`src/rtl/hist_pkg.sv`:
```
// Shared state encoding, default sizing and the saturating-increment helper
// for the histogram bin arbiter.
package hist_pkg;

    localparam int DEF_BIN_COUNT   = 256;
    localparam int DEF_COUNT_WIDTH = 32;

    typedef enum logic [2:0] {
        IDLE,
        EV_RD,
        EV_WR,
        PS_RD,
        PS_DATA,
        CLEAR
    } hist_state_e;

    // Increments val and saturates at the all-ones value of a width-bit counter.
    function automatic logic [63:0] sat_inc(input logic [63:0] val, input int unsigned width);
        logic [63:0] max_val;
        max_val = (width >= 64) ? {64{1'b1}} : ((64'd1 << width) - 64'd1);
        return (val >= max_val) ? max_val : val + 64'd1;
    endfunction

endpackage

```
`src/rtl/hist_rr_arb.sv`:
```
// Two-requester round-robin arbiter (event vs PS read); on a tie the last winner loses.
// The pointer comes out of reset favouring the event requester.
module hist_rr_arb (
    input  logic clk,
    input  logic reset,
    input  logic en,
    input  logic req_ev,
    input  logic req_ps,
    output logic gnt_ev,
    output logic gnt_ps
);

    logic prio_ev_q;
    logic prio_ev_d;

    always_ff @(posedge clk or posedge reset) begin
        if (reset) begin
            prio_ev_q <= 1'b1;
        end else begin
            prio_ev_q <= prio_ev_d;
        end
    end

    always_comb begin
        gnt_ev = 1'b0;
        gnt_ps = 1'b0;
        if (en) begin
            if (req_ev && (!req_ps || prio_ev_q)) begin
                gnt_ev = 1'b1;
            end else if (req_ps) begin
                gnt_ps = 1'b1;
            end
        end
        prio_ev_d = prio_ev_q;
        if (gnt_ev) begin
            prio_ev_d = 1'b0;
        end else if (gnt_ps) begin
            prio_ev_d = 1'b1;
        end
    end

endmodule

```
`src/rtl/histogram_bin_arbiter.sv`:
```
// Serialises event read-modify-write increments, PS bin reads and clear sweeps onto one bin RAM.
// Define HIST_DROP_COUNT_EN to add a saturating dropped_count of events discarded during a clear.
module histogram_bin_arbiter
    import hist_pkg::*;
#(
    parameter int BIN_COUNT   = DEF_BIN_COUNT,
    parameter int COUNT_WIDTH = DEF_COUNT_WIDTH,
    parameter int ADDR_WIDTH  = $clog2(BIN_COUNT)
) (
    input  logic                   clk,
    input  logic                   reset,
    input  logic                   event_valid,
    input  logic [ADDR_WIDTH-1:0]  event_bin,
    output logic                   event_ready,
    input  logic                   clear_start,
    output logic                   clear_busy,
    input  logic                   ps_rd_valid,
    input  logic [ADDR_WIDTH-1:0]  ps_rd_addr,
    output logic                   ps_rd_ready,
    output logic                   ps_rd_data_valid,
    output logic [COUNT_WIDTH-1:0] ps_rd_data,
    output logic                   mem_en,
    output logic                   mem_we,
    output logic [ADDR_WIDTH-1:0]  mem_addr,
    output logic [COUNT_WIDTH-1:0] mem_wdata,
    input  logic [COUNT_WIDTH-1:0] mem_rdata
`ifdef HIST_DROP_COUNT_EN
    ,
    output logic [15:0]            dropped_count
`endif
);

    hist_state_e           state_q, state_d;
    logic [ADDR_WIDTH-1:0] addr_q, addr_d;
    logic [ADDR_WIDTH-1:0] clr_addr_q, clr_addr_d;
    logic                  clr_pend_q, clr_pend_d;
    logic                  clr_req;
    logic                  arb_en;
    logic                  gnt_ev;
    logic                  gnt_ps;

    // A pending or fresh clear pre-empts both requesters in IDLE.
    assign clr_req = clear_start || clr_pend_q;
    assign arb_en  = (state_q == IDLE) && !clr_req;

    hist_rr_arb u_arb (
        .clk    (clk),
        .reset  (reset),
        .en     (arb_en),
        .req_ev (event_valid),
        .req_ps (ps_rd_valid),
        .gnt_ev (gnt_ev),
        .gnt_ps (gnt_ps)
    );

    always_ff @(posedge clk or posedge reset) begin
        if (reset) begin
            state_q    <= IDLE;
            addr_q     <= '0;
            clr_addr_q <= '0;
            clr_pend_q <= 1'b0;
        end else begin
            state_q    <= state_d;
            addr_q     <= addr_d;
            clr_addr_q <= clr_addr_d;
            clr_pend_q <= clr_pend_d;
        end
    end

    always_comb begin
        state_d    = state_q;
        addr_d     = addr_q;
        clr_addr_d = clr_addr_q;
        clr_pend_d = clr_pend_q;
        case (state_q)
            IDLE: begin
                if (clr_req) begin
                    state_d    = CLEAR;
                    clr_pend_d = 1'b0;
                    clr_addr_d = '0;
                end else if (gnt_ev) begin
                    state_d = EV_RD;
                    addr_d  = event_bin;
                end else if (gnt_ps) begin
                    state_d = PS_RD;
                    addr_d  = ps_rd_addr;
                end
            end
            EV_RD:   state_d = EV_WR;
            EV_WR:   state_d = IDLE;
            PS_RD:   state_d = PS_DATA;
            PS_DATA: state_d = IDLE;
            CLEAR: begin
                clr_addr_d = clr_addr_q + 1'b1;
                if (clr_addr_q == ADDR_WIDTH'(BIN_COUNT - 1)) begin
                    state_d = IDLE;
                end
            end
            default: state_d = IDLE;
        endcase
        // Clears requested mid-operation wait for IDLE; a second clear during a sweep is dropped.
        if (clear_start && (state_q != IDLE) && (state_q != CLEAR)) begin
            clr_pend_d = 1'b1;
        end
    end

    always_comb begin
        event_ready      = gnt_ev;
        ps_rd_ready      = gnt_ps;
        ps_rd_data_valid = 1'b0;
        ps_rd_data       = '0;
        clear_busy       = 1'b0;
        mem_en           = 1'b0;
        mem_we           = 1'b0;
        mem_addr         = '0;
        mem_wdata        = '0;
        case (state_q)
            EV_RD: begin
                mem_en   = 1'b1;
                mem_addr = addr_q;
            end
            EV_WR: begin
                mem_en    = 1'b1;
                mem_we    = 1'b1;
                mem_addr  = addr_q;
                mem_wdata = COUNT_WIDTH'(sat_inc(64'(mem_rdata), COUNT_WIDTH));
            end
            PS_RD: begin
                mem_en   = 1'b1;
                mem_addr = addr_q;
            end
            PS_DATA: begin
                ps_rd_data_valid = 1'b1;
                ps_rd_data       = mem_rdata;
            end
            CLEAR: begin
                event_ready = 1'b1;
                clear_busy  = 1'b1;
                mem_en      = 1'b1;
                mem_we      = 1'b1;
                mem_addr    = clr_addr_q;
            end
            default: ;
        endcase
    end

`ifdef HIST_DROP_COUNT_EN
    logic [15:0] dropped_count_q, dropped_count_d;

    always_comb begin
        dropped_count_d = dropped_count_q;
        if ((state_q == CLEAR) && event_valid) begin
            dropped_count_d = 16'(sat_inc(64'(dropped_count_q), 16));
        end
    end

    always_ff @(posedge clk or posedge reset) begin
        if (reset) begin
            dropped_count_q <= '0;
        end else begin
            dropped_count_q <= dropped_count_d;
        end
    end

    assign dropped_count = dropped_count_q;
`endif

endmodule

```
`config.mk`:
```
export PLATFORM = sky130hd
export DESIGN_NAME = histogram_bin_arbiter
export DESIGN_NICKNAME = d
export VERILOG_FILES = /design/src/rtl/hist_pkg.sv /design/src/rtl/hist_rr_arb.sv /design/src/rtl/histogram_bin_arbiter.sv
export SDC_FILE = /design/constraint.sdc
export NUM_CORES = 1
export LEC_CHECK = 0
export CORE_ASPECT_RATIO = 0.5
export CORE_MARGIN = 2
export CORE_UTILIZATION = 36
export CTS_CLUSTER_DIAMETER = 120
export DETAILED_ROUTE_END_ITERATION = 6
export PLACE_DENSITY = 0.79
export SLEW_MARGIN = 15
export SYNTH_ARGS = -nofsm -noshare
export SYNTH_HDL_FRONTEND = slang
export SYNTH_SLANG_ARGS = --single-unit
```
`constraint.sdc`:
```
create_clock -name clk -period 2.3 [get_ports clk]
set_clock_uncertainty 0.05 [all_clocks]
set_input_delay 0.46 -clock clk [delete_from_list [all_inputs] [get_ports clk]]
set_output_delay 0.46 -clock clk [all_outputs]
set_load 0.1 [all_outputs]
```
==> insert_results.sql <==
INSERT INTO impl_metrics (metric_group, metric, value, unit) VALUES
('clock_network', 'cts-buffers-inserted', '3', ''),
('die', 'floorplan.rows', '20', ''),
('global_routing', 'grt_start_max_net_pins', '35', ''),
('timing', 'unrepaired_setup_endpoints_after_global_routing', 'yes', ''),
('critical_path', 'timing.critical_path.to_type', 'primary output', ''),
('global_routing', 'global_route_total_overflow', '0', ''),
('placed_design', 'dp_hpwl', '8.55', 'mm'),
('critical_path', 'crit_path_start', 'mem_rdata[12]', ''),
('critical_path', 'endpoint', 'mem_wdata[27]', ''),
('drt', 'drt_iter0_drc', '533', ''),
('die', 'initial_core_util', '0.378', ''),
('critical_path', 'path_class', 'in2out', ''),
('critical_path', 'cp-start-kind', 'input pin', ''),
('drt', 'drc_errors', '3', ''),
('final_layout', 'fraction_of_final_layout_cells_with_drive_strength_greater_than_1', '0.599', ''),
('timing', 'drv_slew', '0', ''),
('global_routing', 'antenna_found_initial', '0', ''),
('pwr', 'share_clk_of_total_power', '0.059', ''),
('pwr', 'cellPowerDensity', '1080', 'nW/um2'),
('timing', 'min_period', '2780', 'ps'),
('die', 'io_pins', '131', ''),
('status', 'outcome', 'finished, violations left', ''),
('critical_path', 'worst_path_arrival_time', '2270', 'ps'),
('synth', 'synth.largest_area_cell', 'dfrtp_1', ''),
('timing', 'period_share', '1.21', ''),
('timing', 'slew_headroom', '0.564', ''),
('clock_network', 'clockRootBuffer', 'clkbuf_16', ''),
('critical_path', 'setup.reg_to_reg.worst_slack', '200', 'ps'),
('pwr', 'peakVddDrop', '1.09', 'mV'),
('pwr', 'leak_pwr', '2.62', 'nW'),
('drt', '1st_pass_router_iterations', '7', ''),
('drt', 'routed_wl', '17.4', 'mm'),
('final_layout', 'diodes_inserted', '0', ''),
('drt', 'drt-vias-per-instance', '6.80', ''),
('timing', 'fin_setup_tns', '-10730', 'ps'),
('global_routing', 'globalRouteTotalUtil', '0.393', ''),
('placed_design', 'place.port_buffers', '130', ''),
('global_routing', 'first_global_vias', '3865', ''),
('die', 'die_w', '118', 'um'),
('run', 'timing.max_cap.violations', '0', ''),
('timing', 'postLayoutSetupSlackWorst', '-479', 'ps'),
('status', 'violations_in_the_final_reports', 'design-rule violations, negative setup slack', ''),
('timing', 'setup_viol', '40', ''),
('synth', 'synthesis.area', '2320', 'um2'),
('die', 'die_y', '60.8', 'um'),
('clock_network', 'clkTransAtPathRegs', '60', 'ps'),
('timing', 'finalHoldViolCount', '0', ''),
('pwr', 'power_report.internal_total', '0.00257', 'W'),
('drt', 'dr_vias', '4096', ''),
('clock_network', 'cts_max_level', '1', ''),
('worst_hold_path', 'hold_wc_path_type', 'in2async', ''),
('synth', 'synth_top_cell_area_share', '0.215', ''),
('pwr', 'switching_power', '0.00391', 'W'),
('die', 'fp.dieArea', '7160', 'um2'),
('clock_network', 'cts_tree', 'done', ''),
('synth', 'synth_enable_flop_cells', '0', ''),
('drt', 'wl_per_cell', '29.0', 'um'),
('critical_path', 'critical_path.reg2reg.startpoint', 'state_q[0]', ''),
('critical_path', 'critical_path.reg2reg.endpoint', 'addr_q[6]', ''),
('pwr', 'power.share.switching', '0.604', ''),
('pwr', 'pwr-share-comb', '0.840', ''),
('global_routing', 'grt_pass1_wl', '21.5', 'mm'),
('clock_network', 'clk-insertion-delay-late', '260', 'ps'),
('placed_design', 'placed_area', '5430', 'um2'),
('die', 'fp.coreArea', '6160', 'um2'),
('drt', 'detail-route-antenna-nets', '0', ''),
('synth', 'synthesized_net_count', '351', ''),
('final_layout', 'fill_cells', '79', ''),
('timing', 'worst-slew-pin-transition', '654', 'ps'),
('critical_path', 'reg2reg_depth', '7', ''),
('synth', 'synth_common_cells', '36 x and3_1, 29 x nand2_1, 20 x dfrtp_1, 20 x o21ai_0, 19 x a21oi_2', '');
-- cell type report --
type | instances | area [um2] | share of cell area
Multi-Input combinational cell | 248 | 2270 | 0.379
Inverter | 8 | 32.5 | 0.00543
Clock buffer | 4 | 78.8 | 0.0132
Timing Repair Buffer | 233 | 2970 | 0.496
Tap cell | 88 | 110 | 0.0184
Sequential cell | 21 | 527 | 0.0879
-- metrics by stage --
| step | hold WS (ps) | std cells | total power, W | setup WS, ps | utilization |
|---|---|---|---|---|---|
| 2_1_floorplan | 386 | 296 | 0.00371 | -753 | - |
| 3_3_place_gp | 413 | 567 | 0.00546 | -833 | 0.881 |
| 3_5_place_dp | 424 | 567 | 0.00559 | -947 | 0.881 |
| 4_1_cts | 433 | 586 | 0.00604 | -260 | 0.943 |
| 5_1_grt | 522 | 602 | 0.00653 | -713 | 0.973 |
| 6_report | 496 | 602 | 0.00648 | -479 | 0.973 |
-- sequential cells by signal (all words and copies together) (netlist names) --
register / flops
addr_q: 8
state_q: 3
u_arb.prio_ev_q: 1
clr_addr_q: 8
clr_pend_q: 1
-- how the worst min path moves through the flow --
stage | from | to | depth (start not counted)
5_1_grt | addr_q[3] | addr_q[3] | 2
6_report | reset | addr_q[0] | 3
4_1_cts | addr_q[3] | addr_q[3] | 2
3_3_place_gp | addr_q[6] | addr_q[6] | 2
2_1_floorplan | reset | addr_q[0] | 1
3_5_place_dp | addr_q[3] | addr_q[3] | 2
-- cells by family (layout without fill, tap and decap cells) --
logic type	after synthesis	after routing	share of synthesized area
AND/OR/NAND/NOR	138	138	0.336
AO/OA/AOI/OAI	76	76	0.231
buffers and inverters	27	245	0.0684
XOR/XNOR	21	21	0.0791
flip-flops	21	21	0.227
multiplexers	11	11	0.0479
adder cells (fa/ha/maj)	2	2	0.0108
-- routing by layer --
metal / vias to the layer above / wire length, um / track usage
li1: 1534 / - / -
met4: 0 / 1740 / 0.282
met5: - / 0 / 0
met1: 1900 / 5820 / 0.423
met2: 477 / 7940 / 0.741
met3: 185 / 1940 / 0.0714
-- worst max-delay path, cell delays in order --
cell and delay (ps):
buf_6 70, nand4_1 190, buf_4 220, nor3_4 220, buf_6 160, buf_12 100
nand4_1 140, xor2_1 400, a21oi_4 110, buf_12 190
-- power by group through the flow --
| stage | logic (W) | registers, W | clock network [W] |
|---|---|---|---|
| after floorplan | 0.00314 | 0.000575 | 0 |
| after global placement | 0.00486 | 0.000598 | 0 |
| after detailed placement | 0.00498 | 0.000612 | 0 |
| after CTS | 0.00506 | 0.000611 | 0.000374 |
| after global routing | 0.00548 | 0.000660 | 0.000391 |
| final | 0.00544 | 0.000653 | 0.000383 |
-- placed cells by master, fill, tap and decap left out, types with 10 or more instances in the layout --
cell,Yosys,layout
a21oi_4,1,25
and3_1,36,27
buf_12,2,83
buf_4,0,86
buf_6,2,21
clkdlybuf4s50_1,0,20
dfrtp_1,20,20
nand2_1,29,22
nand3_1,16,10
nor2_1,17,13
o21ai_0,20,20
xor2_1,15,14
-- timing repair --
action | in CTS | in global routing
endpoints found under the setup margin | 42 | 76
cloned | 1 | 0
setup buffers | 16 | 17
pin swaps | 38 | 20
hold buffers | 0 | 0
gates resized for setup | 171 | 18
Power figures use the tool's default switching activity.
